`config.mk`:
```
export PLATFORM = sky130hd
export DESIGN_NAME = temporizer_ctrl
export DESIGN_NICKNAME = d
export VERILOG_FILES = /design/src/rtl/temporizer_ctrl.sv
export SDC_FILE = /design/constraint.sdc
export NUM_CORES = 1
export LEC_CHECK = 0
export BUFFER_PORTS_ARGS = -buffer_cell sky130_fd_sc_hd__buf_2
export CORE_ASPECT_RATIO = 0.75
export CORE_MARGIN = 2
export CORE_UTILIZATION = 60
export DETAILED_ROUTE_END_ITERATION = 12
export HOLD_SLACK_MARGIN = 0.1
export PLACE_DENSITY = 0.79
export SYNTH_ARGS = -nofsm -noshare
export SYNTH_HDL_FRONTEND = slang
export SYNTH_SLANG_ARGS = --single-unit
```
`constraint.sdc`:
```
create_clock -name clk -period 7.85 [get_ports clk]
set_input_delay 1.57 -clock clk [delete_from_list [all_inputs] [get_ports clk]]
set_output_delay 1.57 -clock clk [all_outputs]
set_load 0.005 [all_outputs]
```
`src/rtl/temporizer_ctrl.sv`:
```
// rtl/temporizer_ctrl.sv - countdown timer controller with debounced buttons, preset load and completion flag
module temporizer_ctrl #(
    parameter int CLK_HZ          = 50_000_000,
    parameter int DEBOUNCE_CYCLES = 500_000,
    parameter int MAX_SECONDS     = 5999
) (
    input  logic        clk,
    input  logic        reset,
    input  logic        btn_go,
    input  logic        btn_load,
    input  logic        btn_clr,
    input  logic [12:0] load_value,
    output logic [12:0] num,
    output logic [1:0]  state,
    output logic        done
);

    typedef enum logic [1:0] {
        FINALIZADO = 2'b00,
        DETENIDO   = 2'b01,
        CONTANDO   = 2'b10
    } state_t;

    localparam int CW = $clog2(DEBOUNCE_CYCLES);
    localparam int PW = $clog2(CLK_HZ);
    localparam logic [CW-1:0] CNT_MAX   = CW'(DEBOUNCE_CYCLES - 1);
    localparam logic [PW-1:0] PRESC_MAX = PW'(CLK_HZ - 1);
    localparam logic [12:0]   MAX_NUM   = 13'(MAX_SECONDS);

    // Button lanes: index 0 = go, 1 = load, 2 = clr
    logic [2:0]    raw;
    logic [2:0]    s1;
    logic [2:0]    s2;
    logic [2:0]    db;
    logic [2:0]    db_prev;
    logic [2:0]    press;
    logic [CW-1:0] cnt [3];

    state_t        st;
    logic [PW-1:0] presc;

    assign raw   = {btn_clr, btn_load, btn_go};
    assign press = db & ~db_prev;
    assign state = st;

    // Synchronise each button, accept a new level only after it has been stable long enough
    always_ff @(posedge clk or posedge reset) begin
        if (reset) begin
            s1      <= '0;
            s2      <= '0;
            db      <= '0;
            db_prev <= '0;
            for (int i = 0; i < 3; i++) begin
                cnt[i] <= '0;
            end
        end else begin
            s1      <= raw;
            s2      <= s1;
            db_prev <= db;
            for (int i = 0; i < 3; i++) begin
                if (s2[i] != db[i]) begin
                    if (cnt[i] == CNT_MAX) begin
                        db[i]  <= s2[i];
                        cnt[i] <= '0;
                    end else begin
                        cnt[i] <= cnt[i] + 1'b1;
                    end
                end else begin
                    cnt[i] <= '0;
                end
            end
        end
    end

    // Timer FSM: commands resolved clr > load > go > second tick, one event per cycle
    always_ff @(posedge clk or posedge reset) begin
        if (reset) begin
            st    <= DETENIDO;
            num   <= '0;
            presc <= '0;
            done  <= 1'b0;
        end else begin
            done <= 1'b0;
            if (press[2]) begin
                num   <= '0;
                st    <= DETENIDO;
                presc <= '0;
            end else if (press[1]) begin
                num   <= (load_value > MAX_NUM) ? MAX_NUM : load_value;
                st    <= DETENIDO;
                presc <= '0;
            end else if (press[0]) begin
                // Pausing throws away the partial second so resume restarts a full second
                if (st == DETENIDO && num != 13'd0) begin
                    st    <= CONTANDO;
                    presc <= '0;
                end else if (st == CONTANDO) begin
                    st    <= DETENIDO;
                    presc <= '0;
                end
            end else if (st == CONTANDO) begin
                if (presc == PRESC_MAX) begin
                    presc <= '0;
                    if (num > 13'd1) begin
                        num <= num - 13'd1;
                    end else begin
                        num  <= '0;
                        st   <= FINALIZADO;
                        done <= 1'b1;
                    end
                end else begin
                    presc <= presc + 1'b1;
                end
            end
        end
    end

endmodule

```
==> results of run 1 <==
==> power breakdown <==
group          switching (mW)  internal, mW  total [mW]
Sequential            0.00486         0.577       0.581
Clock                   0.223         0.221       0.444
Combinational          0.0222       0.00840      0.0306
Total                   0.250         0.806        1.06
==> worst max-delay path by stage <==
stage,cells after the start,from,slack (ns),to
2_1_floorplan,1,reset,3.35,cnt[0]$_DFF_PP0_
3_3_place_gp,3,reset,4.85,presc[24]$_DFFE_PP0P_
3_5_place_dp,3,reset,4.83,presc[22]$_DFFE_PP0P_
4_1_cts,5,presc[16]$_DFFE_PP0P_,4.83,presc[24]$_DFFE_PP0P_
5_1_grt,5,presc[16]$_DFFE_PP0P_,4.56,presc[24]$_DFFE_PP0P_
6_report,5,presc[16]$_DFFE_PP0P_,4.82,presc[24]$_DFFE_PP0P_
==> stage by stage <==
| stage | worst slack [ns] | total power, mW | instance area, sq um | hold WS (ns) | cells |
|---|---|---|---|---|---|
| finish | 4.82 | 1.06 | 6340 | 0.357 | 782 |
| global route | 4.56 | 1.09 | 6340 | 0.364 | 782 |
| CTS | 4.83 | 1.07 | 6340 | 0.357 | 782 |
| detailed placement | 4.83 | 0.624 | 6050 | 0.340 | 766 |
| floorplan | 3.35 | 0.612 | 5790 | 0.331 | 624 |
| global placement | 4.85 | 0.623 | 6050 | 0.333 | 766 |
==> layer usage <==
| metal | track usage, % | part of all wire, % | vias up |
|---|---|---|---|
| li1 | - | - | 2278 |
| met1 | 34.4 | 47 | 2310 |
| met2 | 39.9 | 45 | 148 |
| met3 | 6.31 | 6.2 | 24 |
| met4 | 9.75 | 1.7 | 0 |
| met5 | 0 | 0 | - |
==> layout make-up <==
class / instances / share of cell area, %
multi-input cells: 471 / 45.2
clock inverters: 6 / 0.888
inverters: 17 / 1.05
flip-flops and latches: 111 / 43.8
repair buffers: 35 / 2.84
clock buffers: 10 / 3.61
well taps: 132 / 2.61
==> state kept, by name, summed over array words and instances, names as in the netlist <==
name     count
cnt         57
presc       26
num         13
db           3
db_prev      3
s1           3
s2           3
state        2
done         1
==> cell usage in the layout (no fill, tap or decap), drive strengths merged, types with 12 or more instances in the layout <==
| master | n |
|---|---|
| o31ai | 14 |
| nor3 | 20 |
| buf | 35 |
| a21oi | 23 |
| or3 | 12 |
| inv | 19 |
| o21ai | 24 |
| nor4 | 16 |
| xor2 | 19 |
| nor2 | 86 |
| dfrtp | 110 |
| nand2 | 50 |
| xnor2 | 38 |
| or4 | 19 |
| nand3 | 35 |
| nand4 | 18 |
==> cells by family (layout without fill, tap and decap cells) <==
group / after synthesis / count (layout) / synth area share, %
simple gates: 301 / 301 / 26.8
flops: 111 / 111 / 48.0
compound gates: 102 / 102 / 11.5
xor+xnor: 57 / 57 / 8.63
buf+inv: 42 / 68 / 2.72
fa+ha+maj: 7 / 7 / 1.51
mux: 4 / 4 / 0.778
==> results by group, run 1 <==
Run status
  • Status: finished, final reports clean

Yosys
  • Syn Area/Cell: 9.28 sq um
  • Top cells by area, synth: dfrtp_1 (48%), xnor2_1 (5.8%), nor2_1 (5.6%)
  • Seq/Total Area, Yosys: roughly half
  • Yosys warns: 0
  • Cell variety after synth: 51
  • Most instantiated cells after synthesis: dfrtp_1 (110), nor2_1 (86), nand2_1 (50)
  • Yosys top cell area share: ~48%
  • Most used DFF post-synth: dfrtp_1
  • Post-synth EDFFs: 0
  • Mapped Cells: 624
  • Syn Std Cell Area: around 0.0058 sq mm
  • Post-synth ARST share: 100%
  • Yosys reg bits: ~110
  • Most common cell in the synthesized netlist: dfrtp_1
  • Post-Syn Nets: about 650
  • Area leader, netlist: dfrtp_1

Global route
  • First-pass GRT wire length: around 21000 microns
  • Pin count of the biggest net entering global routing: 83
  • Antenna violations before repair: 0
  • Grt ovf: 0
  • Vias in the first global route: about 4500
  • GRT Util Overall: ~25%

Clock network
  • Clk buf depth: 2
  • Post-CTS Hold Buffers: 0
  • CTS root buf: clkbuf_16
  • Reg clk slew, reported paths: approximately 0.07 ns
  • H-tree levels: 3
  • Post-cts repair resize count: 0
  • CTS Buf Count: 9
  • CTS sink count: between 100 and 150
  • CTS tree: built
  • Post-CTS Setup Inserts: 0
  • Worst skew pair latency: 0.36 ns

Layout
  • Diodes inserted: 0
  • Area Growth Syn to Fin: 9.53%
  • Final core occ: approximately two thirds
  • Register area: 0.00278 sq mm
  • Fin nets: 670
  • Layout cell share with drive strength beyond 1: a little under 10%
  • Multi-input gate area: ~0.0029 sq mm
  • # fillers: slightly below 800

STA
  • Fin crit share: 38.6%
  • TNS Setup: 0 ns
  • # setup viols final: 0
  • Fmax: around 330 MHz
  • Final hold vios: 0
  • Tmin final: 3.03 ns
  • Actual slew at the worst max-slew pin: around 1.2 ns
  • Final Slew Violations: 0
  • Clk_skew: between 0.009 and 0.01 ns
  • RSZ-0062 raised after global routing: false
  • Rel. slew slack: between 20% and 30%

Flow run
  • MaxCap Viol Count: 0

Floorplan
  • Die X-Extent: roughly 120 microns
  • Total core area: around 0.0095 sq mm
  • Die ar.: 0.0105 sq mm
  • Die Y: just under 90 microns
  • Starting Density: 60.9%
  • Placement Rows: 31
  • I/O Pins: 34

Power
  • Pleak: between 2 and 3 nW
  • Maximum VDD drop: 0.111 mV
  • Power per Cell Area: about 170 mW/mm^2

Drt
  • Initial DRC count: around 540
  • WL/cell: between 15 and 20 microns
  • Final ANT Viol Nets: 0
  • DRC Markers: 0
  • Total number of vias: approximately 4800
  • Total Wirelength: roughly 12000 microns
  • Via-to-Cell Ratio: ~6
  • DR pass1 iterations: 5

Place
  • Post-DP HPWL: 8360 microns
  • Final Wtd Congestion: about 0.86
  • IO Port Bufs: 33

Critical path
  • Crit path max fanout: 17
  • Critical Path AT: roughly 3.2 ns
  • Worst Path Buf+Inv: 0
  • Slowest cell on crit path: nor2_1
  • Crit Path Category: flop to flop
  • CP Cell Sequence: or4b_1 > nor4_2 > a21oi_1 > nor2_1 > a21oi_1
  • Startpoint class of the critical path: flop
  • Worst EP required: ~8 ns
  • Reg2reg setup slack: approximately 4.8 ns
  • FF-to-FF path depth: 5
  • Worst r2r dst: presc[24]$_DFFE_PP0P_
  • CP max stage delay: approximately 0.96 ns
  • Reg-to-Reg Start: presc[16]$_DFFE_PP0P_
  • CP endpoint kind: flop
  • CP delay by family, top: simple AND/OR/NAND/NOR gates
  • Top cell by count, worst path: a21oi_1

Min path
  • Hold Path End: s2[1]$_DFF_PP0_
  • Worst hold start: s1[1]$_DFF_PP0_
  • Worst hold path class: flop to flop
  • Worst Hold Depth: 0
Note: power is estimated with default switching activity, not from simulation.
==> run 2: changes to the inputs <==
Settings changed: CORE_UTILIZATION 60 to 55, PLACE_DENSITY 0.79 to 0.76.
Clock period 7.85 ns to 2.53 ns, I/O delays scaled along.
==> results by group, run 2 (synthesis results as in run 1) <==
Floorplan
  • Placement Rows: 32 (+3.2%)
  • Die X-Extent: 122 microns (+4.3%)
  • Starting Density: 56.5% (-4.4 points)
  • Die Y: 92.8 microns (+4.2%)
  • Total core area: 0.0102 sq mm (+7.9%)
  • Die ar.: 0.0114 sq mm (+8.7%)
  • I/O Pins: 34 (unchanged)

Layout
  • Biggest register: cnt
  • # fillers: 843 (+7.3%)
  • Final core occ: 64.8% (-1.9 points)
  • Register area: 0.00278 sq mm (unchanged)
  • Diodes inserted: 0 (unchanged)
  • Layout cell share with drive strength beyond 1: 15.4% (+5.7 points)
  • Commonest non-fill, non-tap cells in the layout: dfrtp_1 (110), nor2_1 (85), nand2_1 (50)
  • Multi-input gate area: 0.00289 sq mm (+0.87%)
  • Largest regs: cnt: 57 flops, presc: 26 flops, num: 13 flops
  • Max reg flops: 57 (unchanged)
  • Area Growth Syn to Fin: 14.8%
  • Final Non-Filler Cells: 820 (+4.9%)
  • Commonest non-fill, non-tap cell in the layout: dfrtp_1
  • Fin nets: 705 (+5.2%)

STA
  • Clk_skew: 0.00450 ns (-0.00540 ns)
  • Tmin final: 2.61 ns (-0.418 ns)
  • Actual slew at the worst max-slew pin: 0.680 ns (-0.496 ns)
  • Fin crit share: 103% (+65 points)
  • RSZ-0062 raised after global routing: true
  • Setup WS post-layout: -0.0805 ns (-4.90 ns)
  • Fmax: 383 MHz (+16%)
  • # setup viols final: 1 (+1)
  • Final Slew Violations: 0 (unchanged)
  • Hold WS: 0.200 ns (-0.157 ns)
  • Rel. slew slack: 54.7% (+33 points)
  • Final hold vios: 0 (unchanged)

Flow run
  • MaxCap Viol Count: 0 (unchanged)

Clock network
  • CTS root buf: clkbuf_16
  • Reg clk slew, reported paths: 0.07 ns (about the same)
  • CTS sink count: 111 (unchanged)
  • Worst skew pair latency: 0.34 ns (-0.02 ns)
  • Post-CTS Hold Buffers: 0 (unchanged)
  • CTS tree: built
  • CTS Buf Count: 9 (unchanged)
  • Clk buf depth: 2 (unchanged)
  • H-tree levels: 3 (unchanged)

Global route
  • Antenna violations before repair: 0 (unchanged)
  • GR peak layer: met2
  • GRT Util Overall: 23.4% (-1.9 points)
  • Vias in the first global route: 4505 (+0.36%)
  • GRT met3 Usage: 4.68% (-1.6 points)
  • M2 GR Usage: 35.5% (-4.5 points)
  • Grt ovf: 0 (unchanged)
  • Pin count of the biggest net entering global routing: 59 (-29%)
  • Met1 Use GR: 33.8% (-0.59 points)
  • First-pass GRT wire length: 21500 microns (+1.1%)

Drt
  • Total number of vias: 4945 (+3.9%)
  • Via-to-Cell Ratio: 6.03 (-0.93%)
  • DR pass1 iterations: 5 (unchanged)
  • Initial DRC count: 528 (-1.7%)
  • Total Wirelength: 12400 microns (+1.3%)
  • DRC Markers: 0 (unchanged)
  • Final ANT Viol Nets: 0 (unchanged)
  • WL/cell: 15.2 microns (-3.4%)

Critical path
  • Crit path max fanout: 2 (-15)
  • Worst EP required: 2.79 ns (-5.25 ns)
  • Startpoint class of the critical path: flop
  • Critical Path AT: 2.87 ns (-0.35 ns)
  • Reg-to-Reg Start: presc[18]$_DFFE_PP0P_
  • Crit Path Category: flop to flop
  • Worst r2r dst: num[12]$_DFFE_PP0P_
  • FF-to-FF path depth: 5 (unchanged)
  • Crit. Startpoint: presc[18]$_DFFE_PP0P_
  • CP endpoint kind: flop
  • Reg2reg setup slack: -0.08 ns (-4.90 ns)

Power
  • Pwr Total: 3.20 mW (+200%)
  • Pleak: 2.78 nW (+7.2%)
  • Power per Cell Area: 482 mW/mm^2 (+190%)
  • Maximum VDD drop: 0.507 mV (+360%)

Place
  • Placed insts: 802 (+4.7%)
  • IO Port Bufs: 33 (unchanged)
  • Place WS: -0.0754 ns (-4.90 ns)
  • Final Wtd Congestion: 0.897 (+4.6%)
  • Post-DP HPWL: 8790 microns (+5.2%)

Run status
  • Failing checks: negative setup slack
  • Status: complete, but fails checks

Min path
  • Worst hold path class: primary input to async pin
-- run 2: worst max-delay path by stage --
stage / end
after detailed placement: num[12]$_DFFE_PP0P_
after global routing: num[12]$_DFFE_PP0P_
after floorplan: num[12]$_DFFE_PP0P_
after global placement: num[12]$_DFFE_PP0P_
after CTS: num[12]$_DFFE_PP0P_
final: num[12]$_DFFE_PP0P_
-- run 2: cell type report --
class                   count  area share [%]
multi-input cells         471            43.5
flip-flops and latches    111            41.8
clock buffers              10            3.60
inverters                  17            1.02
well taps                 136            2.56
repair buffers             70            7.04
clock inverters             5           0.508
-- run 2: timing repair --
item / in CTS / in global routing
gates cloned: 0 / 0
setup buffers: 2 / 1
setup endpoints to repair: 4 / 7
gates resized for setup: 2 / 2
pin swaps: 2 / 2
-- run 2: per-stage QoR --
stage | area (sq um) | TNS (ns)
floorplan | 5800 | -0.0439
global placement | 6340 | -0.0473
detailed placement | 6340 | -0.148
CTS | 6630 | -0.0793
global route | 6650 | -0.104
finish | 6650 | -0.0805
-- run 2: worst max-delay path, stage by stage, from the launching register on --
cell	delay [ns]
dfrtp_1	0.38
or4_4	0.54
or4_4	0.56
or4_4	0.49
or4_1	0.40
o211ai_1	0.16
-- run 2: report_power, final --
group	internal [mW]	leakage (nW)	switching, mW
logic	0.0293	1.14	0.0684
registers	1.79	1.51	0.0148
clock network	0.689	0.131	0.611
total	2.51	2.78	0.694
-- run 2: layer usage --
metal	vias to the layer above	share of wire (%)
met5	-	0
met4	0	1.8
met3	28	6.7
met2	193	45
met1	2358	46
li1	2366	-
